## config.mk

```make
export PLATFORM = sky130hd
export DESIGN_NAME = mem_stage
export DESIGN_NICKNAME = d
export VERILOG_FILES = /design/src/rtl/mem_stage_pkg.sv /design/src/rtl/mem_align.sv /design/src/rtl/mem_stage.sv
export SDC_FILE = /design/constraint.sdc
export NUM_CORES = 1
export LEC_CHECK = 0
export ABC_CLOCK_PERIOD_IN_PS = 2000
export CAP_MARGIN = 30
export CORE_MARGIN = 1
export CORE_UTILIZATION = 42
export CTS_CLUSTER_SIZE = 12
export DETAILED_ROUTE_END_ITERATION = 12
export PLACE_DENSITY = 0.81
export SLEW_MARGIN = 20
export SYNTH_ARGS = -nofsm -noshare
export SYNTH_HDL_FRONTEND = slang
export SYNTH_SLANG_ARGS = --single-unit
```

## constraint.sdc

```tcl
create_clock -name clk -period 2 [get_ports clk]
set_input_delay 0.4 -clock clk [delete_from_list [all_inputs] [get_ports clk]]
set_output_delay 0.4 -clock clk [all_outputs]
set_load 0.01 [all_outputs]
```

## src/rtl/mem_stage_pkg.sv

```systemverilog
//------------------------------------------------------------------------------
// mem_stage_pkg
// Shared definitions for the memory pipeline stage:
//   - opcode codes of the instructions the stage recognises
//   - sequencer state encoding (IDLE / BUSY)
//   - byte-lane constants and a lane-select helper
// Build option: MEM_BYTE_EN (byte loads/stores), see mem_stage.sv.
//------------------------------------------------------------------------------
`timescale 1ns/1ps
package mem_stage_pkg;

   // Instruction opcodes (bits [31:26] of the instruction word)
   localparam logic [5:0] OP_SPECIAL = 6'h00;   // R-type (ADDU, SUBU, ...)
   localparam logic [5:0] OP_LB      = 6'h20;
   localparam logic [5:0] OP_LW      = 6'h23;
   localparam logic [5:0] OP_LBU     = 6'h24;
   localparam logic [5:0] OP_SB      = 6'h28;
   localparam logic [5:0] OP_SW      = 6'h2B;

   // Access sequencer states
   typedef enum logic {
      ST_IDLE = 1'b0,
      ST_BUSY = 1'b1
   } state_e;

   // Byte-lane enables
   localparam logic [3:0] BE_ALL = 4'hF;

   // One-hot byte enable for the lane addressed by the low address bits
   function automatic logic [3:0] lane_onehot(input logic [1:0] off);
      logic [3:0] be;
      case (off)
         2'd0:    be = 4'b0001;
         2'd1:    be = 4'b0010;
         2'd2:    be = 4'b0100;
         2'd3:    be = 4'b1000;
         default: be = 4'b0000;
      endcase
      return be;
   endfunction

endpackage

```

## src/rtl/mem_align.sv

```systemverilog
//------------------------------------------------------------------------------
// mem_align
// Combinational byte-lane insert (stores) and extract (loads).
// Only elaborated in the MEM_BYTE_EN build, where mem_stage instantiates it.
// Ports:
//   wr_off_i   in   2  byte offset of the store address
//   st_byte_i  in   8  store byte (rt[7:0])
//   rd_off_i   in   2  byte offset of the outstanding load
//   sign_ext_i in   1  1 = LB (sign-extend), 0 = LBU (zero-extend)
//   rdata_i    in  32  raw memory read data
//   wdata_o    out 32  store byte replicated on all four lanes
//   be_o       out  4  one-hot byte enable for the store lane
//   rdata_o    out 32  selected and extended load byte
//------------------------------------------------------------------------------
`timescale 1ns/1ps
`ifdef MEM_BYTE_EN
module mem_align
   import mem_stage_pkg::*;
(
   input  logic [1:0]  wr_off_i,
   input  logic [7:0]  st_byte_i,
   input  logic [1:0]  rd_off_i,
   input  logic        sign_ext_i,
   input  logic [31:0] rdata_i,
   output logic [31:0] wdata_o,
   output logic [3:0]  be_o,
   output logic [31:0] rdata_o
);

   logic [7:0] byte_s;

   // Store path: same byte on every lane, memory writes only the enabled one
   always_comb begin
      wdata_o = {4{st_byte_i}};
      be_o    = lane_onehot(wr_off_i);
   end

   // Load path: pick the addressed byte and extend to a full word
   always_comb begin
      case (rd_off_i)
         2'd0:    byte_s = rdata_i[7:0];
         2'd1:    byte_s = rdata_i[15:8];
         2'd2:    byte_s = rdata_i[23:16];
         2'd3:    byte_s = rdata_i[31:24];
         default: byte_s = 8'h00;
      endcase
      if (sign_ext_i) begin
         rdata_o = {{24{byte_s[7]}}, byte_s};
      end else begin
         rdata_o = {24'h000000, byte_s};
      end
   end

endmodule
`endif

```

## src/rtl/mem_stage.sv

```systemverilog
//------------------------------------------------------------------------------
// mem_stage
// Pipeline stage after the ALU. LW/SW use alu_rslt as the effective address
// and run a request/acknowledge access on the data memory while stalling the
// upstream pipeline; all other instructions pass alu_rslt through as
// writeback data with one cycle of latency.
// Build option: MEM_BYTE_EN adds LB/LBU/SB (via mem_align); without it those
// opcodes are plain pass-through and dmem_be is tied to 4'hF.
// Parameters: DMEM_AW word-address width, TIMEOUT ack wait limit (cycles),
//             TO_W timeout counter width.
// Ports:
//   clk, rst             clock / asynchronous active-low reset
//   in_valid, opcode, alu_rslt, st_data, rd_in, we_in   instruction in
//   stall                upstream hold (access outstanding)
//   dmem_req/we/addr/wdata/be, dmem_ack/rdata           data memory port
//   wb_valid, wb_rd, wb_data                            writeback beat
//   err                  pulse on misaligned access or ack timeout
//------------------------------------------------------------------------------
`timescale 1ns/1ps
module mem_stage
   import mem_stage_pkg::*;
#(
   parameter int DMEM_AW = 12,
   parameter int TIMEOUT = 255,
   parameter int TO_W    = 8
) (
   input  logic               clk,
   input  logic               rst,
   input  logic               in_valid,
   input  logic [5:0]         opcode,
   input  logic [31:0]        alu_rslt,
   input  logic [31:0]        st_data,
   input  logic [4:0]         rd_in,
   input  logic               we_in,
   output logic               stall,
   output logic               dmem_req,
   output logic               dmem_we,
   output logic [DMEM_AW-1:0] dmem_addr,
   output logic [31:0]        dmem_wdata,
   output logic [3:0]         dmem_be,
   input  logic               dmem_ack,
   input  logic [31:0]        dmem_rdata,
   output logic               wb_valid,
   output logic [4:0]         wb_rd,
   output logic [31:0]        wb_data,
   output logic               err
);

   localparam logic [TO_W-1:0] TO_LIMIT = TO_W'(TIMEOUT);
   localparam logic [TO_W-1:0] CNT_ZERO = {TO_W{1'b0}};
   localparam logic [TO_W-1:0] CNT_ONE  = TO_W'(1);

   state_e              state_q,    state_d;
   logic                stall_q,    stall_d;
   logic                req_q,      req_d;
   logic                we_q,       we_d;
   logic [DMEM_AW-1:0]  addr_q,     addr_d;
   logic [31:0]         wdata_q,    wdata_d;
   logic [TO_W-1:0]     cnt_q,      cnt_d;
   logic [4:0]          rd_lat_q,   rd_lat_d;
   logic                wen_lat_q,  wen_lat_d;
   logic                wb_valid_q, wb_valid_d;
   logic [4:0]          wb_rd_q,    wb_rd_d;
   logic [31:0]         wb_data_q,  wb_data_d;
   logic                err_q,      err_d;

   logic                is_word_s;
   logic                is_byte_s;
   logic                is_store_s;
   logic                is_mem_s;
   logic                misalign_s;
   logic [31:0]         st_lanes_s;
   logic [31:0]         ld_data_s;

   // Classify the presented opcode; byte ops are exempt from the alignment check
   always_comb begin
      is_word_s  = (opcode == OP_LW) || (opcode == OP_SW);
`ifdef MEM_BYTE_EN
      is_byte_s  = (opcode == OP_LB) || (opcode == OP_LBU) || (opcode == OP_SB);
      is_store_s = (opcode == OP_SW) || (opcode == OP_SB);
`else
      is_byte_s  = 1'b0;
      is_store_s = (opcode == OP_SW);
`endif
      is_mem_s   = is_word_s || is_byte_s;
      misalign_s = is_word_s && (alu_rslt[1:0] != 2'b00);
   end

`ifdef MEM_BYTE_EN
   logic        start_s;
   logic        byte_q;
   logic        sext_q;
   logic [1:0]  off_q;
   logic [3:0]  be_q;
   logic [31:0] byte_wdata_s;
   logic [31:0] byte_rdata_s;
   logic [3:0]  byte_be_s;
   logic [3:0]  st_be_s;

   assign start_s = (state_q == ST_IDLE) && in_valid && is_mem_s && !misalign_s;

   mem_align u_align (
      .wr_off_i   (alu_rslt[1:0]),
      .st_byte_i  (st_data[7:0]),
      .rd_off_i   (off_q),
      .sign_ext_i (sext_q),
      .rdata_i    (dmem_rdata),
      .wdata_o    (byte_wdata_s),
      .be_o       (byte_be_s),
      .rdata_o    (byte_rdata_s)
   );

   // Select word or byte lanes for the store data and the load result
   always_comb begin
      if (is_byte_s) begin
         st_lanes_s = byte_wdata_s;
         st_be_s    = byte_be_s;
      end else begin
         st_lanes_s = st_data;
         st_be_s    = BE_ALL;
      end
      if (byte_q) begin
         ld_data_s = byte_rdata_s;
      end else begin
         ld_data_s = dmem_rdata;
      end
   end

   // Byte-lane controls captured when an access is launched
   always_ff @(posedge clk or negedge rst) begin
      if (!rst) begin
         byte_q <= 1'b0;
         sext_q <= 1'b0;
         off_q  <= 2'b00;
         be_q   <= 4'h0;
      end else if (start_s) begin
         byte_q <= is_byte_s;
         sext_q <= (opcode == OP_LB);
         off_q  <= alu_rslt[1:0];
         be_q   <= st_be_s;
      end
   end

   assign dmem_be = be_q;
`else
   // Word-only build: data passes straight through
   always_comb begin
      st_lanes_s = st_data;
      ld_data_s  = dmem_rdata;
   end

   assign dmem_be = BE_ALL;
`endif

   // Access sequencer: accept, launch, wait for ack or timeout, write back
   always_comb begin
      state_d    = state_q;
      stall_d    = stall_q;
      req_d      = req_q;
      we_d       = we_q;
      addr_d     = addr_q;
      wdata_d    = wdata_q;
      cnt_d      = cnt_q;
      rd_lat_d   = rd_lat_q;
      wen_lat_d  = wen_lat_q;
      wb_valid_d = 1'b0;
      wb_rd_d    = wb_rd_q;
      wb_data_d  = wb_data_q;
      err_d      = 1'b0;
      case (state_q)
         ST_IDLE: begin
            if (in_valid) begin
               if (!is_mem_s) begin
                  wb_valid_d = we_in;
                  wb_rd_d    = rd_in;
                  wb_data_d  = alu_rslt;
               end else if (misalign_s) begin
                  err_d = 1'b1;
               end else begin
                  state_d   = ST_BUSY;
                  stall_d   = 1'b1;
                  req_d     = 1'b1;
                  we_d      = is_store_s;
                  addr_d    = alu_rslt[DMEM_AW+1:2];
                  wdata_d   = st_lanes_s;
                  // counter holds the number of BUSY cycles including the current one
                  cnt_d     = CNT_ONE;
                  rd_lat_d  = rd_in;
                  wen_lat_d = we_in && !is_store_s;
               end
            end else begin
               cnt_d = CNT_ZERO;
            end
         end
         ST_BUSY: begin
            if (dmem_ack) begin
               state_d    = ST_IDLE;
               stall_d    = 1'b0;
               req_d      = 1'b0;
               cnt_d      = CNT_ZERO;
               // stores latch wen_lat=0, so only loads that write a register pulse here
               wb_valid_d = wen_lat_q;
               if (wen_lat_q) begin
                  wb_rd_d   = rd_lat_q;
                  wb_data_d = ld_data_s;
               end else begin
                  wb_rd_d   = wb_rd_q;
               end
            end else if (cnt_q == TO_LIMIT) begin
               state_d = ST_IDLE;
               stall_d = 1'b0;
               req_d   = 1'b0;
               cnt_d   = CNT_ZERO;
               err_d   = 1'b1;
            end else begin
               cnt_d = cnt_q + CNT_ONE;
            end
         end
         default: begin
            state_d = ST_IDLE;
            stall_d = 1'b0;
            req_d   = 1'b0;
            cnt_d   = CNT_ZERO;
         end
      endcase
   end

   // State and registered outputs
   always_ff @(posedge clk or negedge rst) begin
      if (!rst) begin
         state_q    <= ST_IDLE;
         stall_q    <= 1'b0;
         req_q      <= 1'b0;
         we_q       <= 1'b0;
         addr_q     <= {DMEM_AW{1'b0}};
         wdata_q    <= 32'h0000_0000;
         cnt_q      <= CNT_ZERO;
         rd_lat_q   <= 5'd0;
         wen_lat_q  <= 1'b0;
         wb_valid_q <= 1'b0;
         wb_rd_q    <= 5'd0;
         wb_data_q  <= 32'h0000_0000;
         err_q      <= 1'b0;
      end else begin
         state_q    <= state_d;
         stall_q    <= stall_d;
         req_q      <= req_d;
         we_q       <= we_d;
         addr_q     <= addr_d;
         wdata_q    <= wdata_d;
         cnt_q      <= cnt_d;
         rd_lat_q   <= rd_lat_d;
         wen_lat_q  <= wen_lat_d;
         wb_valid_q <= wb_valid_d;
         wb_rd_q    <= wb_rd_d;
         wb_data_q  <= wb_data_d;
         err_q      <= err_d;
      end
   end

   assign stall      = stall_q;
   assign dmem_req   = req_q;
   assign dmem_we    = we_q;
   assign dmem_addr  = addr_q;
   assign dmem_wdata = wdata_q;
   assign wb_valid   = wb_valid_q;
   assign wb_rd      = wb_rd_q;
   assign wb_data    = wb_data_q;
   assign err        = err_q;

endmodule

```

=== Word-level counts from Yosys, hierarchy flattened ===
Index checks and enable logic that the tools add are counted.
Widths: inputs -> output; s select.

* $add $sub $neg: 1
* Multipliers: 0
* Divide/modulo/power cells: 0
* Order comparisons: 0
* Eq/ne operators: 12
* Shifts and indexed selects: 0
* Multiplexer cells: 38
* Bitwise operators: 2
* Reductions and logical operators: 9

{| class="wikitable"
|+ Operators by type and width
! operator !! number
|-
| $mux 32 || 4
|-
| $pmux 32 s2 || 1
|-
| $mux 8 || 5
|-
| $mux 5 || 4
|-
| $mux 1 || 18
|-
| $pmux 8 s2 || 1
|-
| $eq 6x6->1 const B || 2
|-
| $reduce_and 4->1 || 3
|-
| $ne 2x2->1 const B || 5
|-
| $pmux 5 s2 || 1
|-
| $add 8x1->8 const B || 1
|-
| $eq 8x8->1 const B || 1
|-
| $pmux 1 s2 || 4
|-
| $ne 3x3->1 const B || 2
|-
| $ne 3x2->1 const B || 1
|-
| $logic_and 1x1->1 || 2
|-
| $ne 2x1->1 const B || 1
|-
| $not 1->1 || 2
|-
| $reduce_and 2->1 || 1
|-
| $reduce_bool 2->1 || 1
|-
| $logic_not 1->1 || 1
|-
| $logic_or 1x1->1 || 1
|}

* Flip-flop bits (word level): 100
* Latch bits: 0
* Bits in writable memories: 0
* Memory bits (read-only): 0
* Input bits: 112
* Output and inout bits: 90
* Logic and storage cells: 74
* Memories: 0

=== Longest topological paths before layout ===
Gate-level depths: netlist of run 1.

* Depth after elaboration: 7
* Depth in mapped cells: 6
* Gate-level depth less buffers: 5

=== Worst setup path after synthesis of run 1 ===
OpenSTA, ideal clock, no wires.

* Kind: input -> register
* Start: input opcode[4]
* End: register wb_data_q[10] (netlist: wb_data[10])
* Arrival: 1.616 ns
* Data required time: 1.875 ns
* Slack: 0.259 ns
* Stages on the path: 5
* Buffers on the path: 1
* Path through: and4bb_2 nand2_1 a21oi_4 buf_6 mux2_2

* Longest elaborated chain between the ends: 4
* Elaborated cells between the ends (all ways): 5
* Those cells by class: eq/ne: 3; reduce/logical: 2

{| class="wikitable"
|+ Ends and longest elaborated chain
! element !! RTL line !! source
|-
| start, declared || mem_stage.sv:30 || <nowiki>input logic [5:0] opcode,</nowiki>
|-
| $eq 6x6->1 || mem_stage.sv:77 || <nowiki>is_word_s = (opcode == OP_LW) || (opcode == OP_SW);</nowiki>
|-
| $logic_or 1x1->1 (*) || mem_stage.sv:77 ||
|-
| $ne 2x2->1 (no line) (*) || -- ||
|-
| $reduce_and 4->1 (no line) (*) || -- ||
|-
| end signal, assigned || mem_stage.sv:256 || <nowiki>wb_data_q <= wb_data_d;</nowiki>
|-
| end, declared || mem_stage.sv:64 || <nowiki>logic [31:0] wb_data_q, wb_data_d;</nowiki>
|}

Every way passes the cells marked *; elsewhere a longest branch is shown, timed or not.
A chain may end at the register's enable or synchronous reset.

=== Worst setup path after layout of run 1 ===
* Start: input opcode[1]
* End: register wb_data_q[9] (netlist: wb_data[9])

Same word-level chain as after synthesis.

==> metrics.md, run 1 <==
| Metric | Value |
|---|---|
| Status | `finished clean` |
| Yosys cell types | `36` |
| Pwr dens | `669.0 mW/mm^2` |
| Layout Nets | `620` |
| Clock Latency Late Sink | `0.35 ns` |
| Yosys top cell area share | `0.5722` |
| Antenna fix cells | `0` |
| Io pins | `202` |
| Pwr Total | `4.529 mW` |
| Starting density of the core | `0.4393` |
| Crit-path max cell delay | `0.47 ns` |
| Worst Hold Class | `in2async` |
| Inserted Clock Buffers | `9` |
| CTS hold repair buffers | `0` |
| DIE HEIGHT | `104.0 um` |
| EDFF count, synth | `0` |
| Drt first pass iters | `4` |
| Seq/Total Area, Yosys | `0.5722` |
| Die Width | `104.0 um` |
| Worst-Margin Slew | `0.5226 ns` |
| FFs w/ async S/R, synth | `1.000` |
| Switching Fraction | `0.2318` |
| Main area contributors after synthesis | `dfrtp_1, mux2_2, nand2_1, buf_4, buf_2` |
| Worst Setup EP | `wb_data[9]` |
| Clock transition at path regs | `0.08 ns` |
| Worst reg-to-reg setup slack | `0.34 ns` |
| Final core occ | `0.6801` |
| Fin area | `0.006770 sq mm` |
| Final worst-path cycle share | `0.8951` |
| Multi-input logic area | `0.001765 sq mm` |
| Critical path peak fanout | `13` |
| Synth Instances | `300` |
| Crit. End Element | `register` |
| Vias in the first global route | `3593` |
| GRT Total Usage | `0.2038` |
| Seq pwr share | `0.504` |
| P_leak | `2.938 nW` |
| Internal power consumption | `3.479 mW` |
| Post-CTS Setup Bufs | `0` |
| Fillers | `767` |
| Post-DR wirelength/cell | `16.22 um` |
| Worst vdd ir | `0.0004976 V` |
| H-Tree Depth | `3` |
| Count of input and output buffers | `197` |
| Comb pwr share | `0.216` |
| Worst reg2reg path startpoint | `state_q` |
| FF+latch count, synth | `100` |
| Period minus WS final | `1.790 ns` |
| Required time of the critical path | `2.24 ns` |
| Maxcap violations | `0` |
| Clk network pwr share | `0.279` |
| Capturing point of the worst reg2reg path | `wb_data[9]` |
| Syn Area/Cell | `14.58 sq um` |
| Layout cells sized above 1 | `0.3098` |
| Final Slew Violations | `0` |
| Net Switching | `1.050 mW` |
| Antenna violations before repair | `0` |
| Maximum operating frequency | `558.6 MHz` |
| R2R cell count | `4` |
| Worst clock skew | `0.01014 ns` |
| RSZ-0062 raised after global routing | `false` |
| Post-detail-place hpwl | `7901 um` |
| Synthesized area | `0.004373 sq mm` |
| Crit Path Class | `in2reg` |
| DR vias | `3191` |
| Remaining routing DRC violations | `0` |
| Max-slew headroom | `0.6516` |
| Crit path cell chain | `clkdlybuf4s50_1 -> and4bb_2 -> nand2_1 -> a21oi_4 -> buf_4 -> mux2_2` |
| Slowest-stage cell, CP | `clkdlybuf4s50_1` |
| # clock sinks | `100` |
| Crit start category | `input port` |
| FP Rows | `36` |
| DR iter-0 viols | `118` |
| Core area | `0.009955 sq mm` |
| Post-Place Cell Area | `0.006580 sq mm` |
| Synthesis Warnings | `0` |
| Data arrival, critical path | `2.03 ns` |
| CP startpoint | `opcode[1]` |
| # setup viols final | `0` |
| Post-cts resize count | `0` |
| Via density | `4.963` |
| Final hold violations | `0` |
| Clock Tree Buf Depth | `2` |
| Synth area leader | `dfrtp_1` |
| Routed Antenna Nets | `0` |
| First-pass GRT wire length | `17440 um` |
| Pin count of the biggest net entering global routing | `54` |
| TritonCTS clock tree | `built` |
| Synth Flop Type | `dfrtp_1` |
| Area Growth Syn to Fin | `54.82%` |
| Grt total ovfl | `0` |
| Routability cong. | `0.7711` |
| Register area | `0.002504 sq mm` |
| Detailed Route WL | `10430 um` |
| Root buffer cell | `clkbuf_8` |
| Die footprint | `0.01082 sq mm` |
| Total Neg Setup Slack | `0 ns` |
Yosys cell counts (all sizes together) (2+ instances only):
master  count
or3         2
nand3       3
clkbuf      3
mux2      124
dfrtp     100
and3        2
o21ai       7
a21oi       2
nor2        6
nand2b      2
inv         2
buf        15
o211ai      2
nor2b       2
nand4       4
nand2      11
stage by stage:
stage / worst slack (ns) / hold slack, ns / std cells
floorplan: 0.2593 / 0.1044 / 303
global placement: -0.09091 / 0.4214 / 629
detailed placement: -0.1637 / 0.4185 / 629
CTS: 0.2090 / 0.02606 / 643
global route: 0.1530 / 0.04769 / 643
finish: 0.2098 / 0.02118 / 643
routing by layer:
layer	vias up	GRT usage	part of all wire
met2	139	0.3476	0.49
met5	-	0	0
li1	1474	-	-
met3	10	0.09085	0.11
met1	1568	0.2234	0.38
met4	0	0.07449	0.013
power by group through the flow:
stage | logic (mW) | clock network, mW | registers, mW
after floorplan | 0.252 | 0 | 2.39
after global placement | 0.975 | 0 | 2.31
after detailed placement | 0.991 | 0 | 2.32
after CTS | 0.997 | 1.31 | 2.29
after global routing | 1.05 | 1.38 | 2.31
final | 0.979 | 1.27 | 2.28
cell families (layout without fill, tap and decap cells):
family,count (synthesis),after routing,share of synthesized area
multiplexers,124,124,0.3193
flip-flops,100,100,0.5722
adder cells (fa/ha/maj),1,1,0.002861
buffers and inverters,20,227,0.02861
AND/OR/NAND/NOR,35,35,0.04435
other,1,4,0.0008575
AO/OA/AOI/OAI,19,19,0.03176
cell type report:
type,instances,share of cell area
Sequential cell,100,0.3698
Timing Repair Buffer,211,0.3157
Multi-Input combinational cell,183,0.2608
Tap cell,133,0.02458
Clock buffer,12,0.02292
Clock inverter,2,0.005175
Inverter,2,0.001109
worst min-delay path by stage:
stage               startpoint     endpoint  slack, ns  cells past startpoint
global placement           rst  wb_data[14]       0.42                      1
detailed placement         rst  wb_data[14]       0.42                      1
CTS                        rst          err       0.03                      1
global route               rst     cnt_q[1]       0.05                      1
floorplan                  rst     cnt_q[0]       0.10                      0
finish                     rst  wb_data[14]       0.02                      1
sequential cells by signal (all words and copies together) (netlist names), 5 cells and up:
signal,count
dmem_wdata,32
cnt_q,8
dmem_addr,12
wb_rd,5
wb_data,32
rd_lat_q,5
cell usage in the layout (no fill, tap or decap):
| cell | n |
|---|---|
| o22ai_1 | 1 |
| inv_1 | 2 |
| and4_1 | 1 |
| o211ai_1 | 2 |
| nand4_1 | 3 |
| nor2b_4 | 1 |
| dfrtp_1 | 99 |
| o21ai_1 | 1 |
| a21oi_4 | 1 |
| a31o_2 | 1 |
| and4bb_2 | 1 |
| a211o_2 | 1 |
| mux2_1 | 2 |
| a21oi_1 | 1 |
| nor2b_1 | 1 |
| nand3_1 | 3 |
| a2bb2oi_1 | 1 |
| a311oi_1 | 1 |
| clkbuf_8 | 11 |
| a21bo_2 | 1 |
| nand4_4 | 1 |
| bufinv_16 | 1 |
| conb_1 | 4 |
| or3_1 | 2 |
| clkdlybuf4s50_1 | 196 |
| o21ai_0 | 6 |
| clkinv_2 | 1 |
| buf_12 | 5 |
| nand2_1 | 11 |
| mux2_2 | 122 |
| ha_1 | 1 |
| a31oi_1 | 1 |
| clkbuf_1 | 1 |
| nor3_1 | 1 |
| buf_4 | 10 |
| nand2b_1 | 2 |
| dfrtp_2 | 1 |
| a22o_1 | 1 |
| and3_1 | 2 |
| nor2_1 | 6 |
critical path, delay by kind of cell:
family / cells / cell delay, ns
buf+inv: 2 / 0.71
simple gates: 2 / 0.37
mux: 1 / 0.35
compound gates: 1 / 0.18
Note: power is estimated with default switching activity, not from simulation.
==> run 2, diff against run 1 <==
--- a/config.mk
+++ b/config.mk
@@ -8,10 +8,10 @@
 export ABC_CLOCK_PERIOD_IN_PS = 2000
 export CAP_MARGIN = 30
 export CORE_MARGIN = 1
-export CORE_UTILIZATION = 42
+export CORE_UTILIZATION = 25
 export CTS_CLUSTER_SIZE = 12
 export DETAILED_ROUTE_END_ITERATION = 12
-export PLACE_DENSITY = 0.81
+export SETUP_SLACK_MARGIN = 0.5
 export SLEW_MARGIN = 20
 export SYNTH_ARGS = -nofsm -noshare
 export SYNTH_HDL_FRONTEND = slang
==> metrics.md, run 2 (synthesized netlist as in run 1, its figures left out) <==
| Metric | Value |
|---|---|
| # setup viols final | `0` |
| Inserted Clock Buffers | `9` |
| Worst-Margin Slew | `0.5521 ns` |
| Post-DR wirelength/cell | `16.91 um` |
| Io pins | `202` |
| DR vias | `3329` |
| H-Tree Depth | `3` |
| Slowest-stage cell, CP | `dfrtp_2` |
| Area Growth Syn to Fin | `74.31%` |
| Maxcap violations | `0` |
| Final Slew Violations | `0` |
| Core area | `0.01682 sq mm` |
| Antenna fix cells | `0` |
| Required time of the critical path | `2.23 ns` |
| Crit. End Element | `register` |
| Crit start category | `register` |
| Starting density of the core | `0.2600` |
| Worst Hold Class | `in2async` |
| Worst vdd ir | `0.0003476 V` |
| GRT Total Usage | `0.1478` |
| Root buffer cell | `clkbuf_16` |
| DR iter-0 viols | `105` |
| Pwr dens | `699.8 mW/mm^2` |
| DIE HEIGHT | `134.3 um` |
| P_leak | `3.710 nW` |
| Grt total ovfl | `0` |
| Worst hold margin | `0.1219 ns` |
| Status | `finished clean` |
| FP Rows | `47` |
| Clock Tree Buf Depth | `2` |
| Maximum operating frequency | `636.0 MHz` |
| Pin count of the biggest net entering global routing | `101` |
| Crit path cell chain | `nor2b_4 -> nand4_4 -> buf_12 -> buf_12 -> buf_16 -> mux2_4` |
| Detailed Route WL | `12880 um` |
| Data arrival, critical path | `1.80 ns` |
| Clock Latency Late Sink | `0.34 ns` |
| Final worst-path cycle share | `0.7862` |
| Post-detail-place hpwl | `8046 um` |
| Worst clock skew | `0.004693 ns` |
| Die Width | `134.3 um` |
| Vias in the first global route | `3730` |
| Remaining routing DRC violations | `0` |
| Routed Antenna Nets | `0` |
| Antenna violations before repair | `0` |
| Final hold violations | `0` |
| Count of input and output buffers | `197` |
| Commonest non-fill, non-tap cells in the layout | `clkdlybuf4s50_1, dfrtp_1, dlygate4sd2_1` |
| First-pass GRT wire length | `20040 um` |
| Commonest non-fill, non-tap cell in the layout | `clkdlybuf4s50_1` |
| Period minus WS final | `1.572 ns` |
| Pwr Total | `5.334 mW` |
| TritonCTS clock tree | `built` |
| Clock transition at path regs | `0.07 ns` |
| Crit Path Class | `reg2reg` |
| Crit-path max cell delay | `0.44 ns` |
| # clock sinks | `100` |
| Via density | `4.369` |
| Critical path peak fanout | `8` |
| Max-slew headroom | `0.6319` |
| Die footprint | `0.01802 sq mm` |
| Routability cong. | `0.8048` |
| Layout Nets | `650` |
| Layout cells sized above 1 | `0.3708` |
| Most common cell on crit path | `buf_12` |
| Fillers | `1558` |
| Drt first pass iters | `4` |
| RSZ-0062 raised after global routing | `true` |
run 2: critical path: cells and delay by family (launching register included):
kind / cells / cell delay (ns)
flops: 1 / 0.44
buf+inv: 3 / 0.43
simple gates: 2 / 0.29
mux: 1 / 0.29
run 2: worst paths after layout:
check,from,to,slack (ns),cells after the start
min in group clk,wen_lat_q,wen_lat_q,0.49,2
max in group asynchronous,rst,dmem_wdata[21],1.46,2
worst min register to register,wen_lat_q,wen_lat_q,0.49,2
worst max register to register,state_q,dmem_addr[7],0.43,6
worst min-delay path,rst,dmem_wdata[28],0.12,2
worst max-delay path,state_q,dmem_addr[7],0.43,6
run 2: area by class of cell:
| type | instances | area (sq um) | share of cell area |
|---|---|---|---|
| flip-flops and latches | 100 | 2504 | 0.3285 |
| multi-input cells | 183 | 1931 | 0.2533 |
| inverters | 2 | 7.507 | 0.0009849 |
| well taps | 220 | 275.3 | 0.03611 |
| repair buffers | 241 | 2546 | 0.3340 |
| clock inverters | 5 | 106.4 | 0.01395 |
| clock buffers | 11 | 252.7 | 0.03316 |
run 2: what timing repair did:
item / 4_1_cts / 5_1_grt
gates resized for setup: 146 / 22
hold buffers: 0 / 0
setup buffers: 17 / 1
pin swaps: 5 / 4
endpoints found under the setup margin: 183 / 79
cloned: 9 / 1
run 2: per-stage QoR:
step	worst slack [ns]	setup TNS, ns	area, sq um	instances	utilization
2_1_floorplan	0.2644	0	4399	303	-
3_3_place_gp	-0.09979	-6.622	6694	718	0.3980
3_5_place_dp	-0.1277	-8.553	6694	718	0.3980
4_1_cts	0.4153	0	7510	760	0.4465
5_1_grt	0.3863	0	7622	762	0.4532
6_report	0.4276	0	7622	762	0.4532
run 2: report_power, final:
group	internal, mW	switching [mW]	total [mW]
logic	0.631	0.362	0.993
clock network	1.30	0.762	2.06
registers	2.20	0.0867	2.28
total	4.12	1.21	5.33
run 2: routing by layer:
layer | up-vias | part of all wire | global-route usage
li1 | 1549 | - | -
met1 | 1650 | 0.40 | 0.1701
met2 | 122 | 0.51 | 0.2585
met3 | 8 | 0.075 | 0.05178
met4 | 0 | 0.0085 | 0.04120
met5 | - | 0 | 0
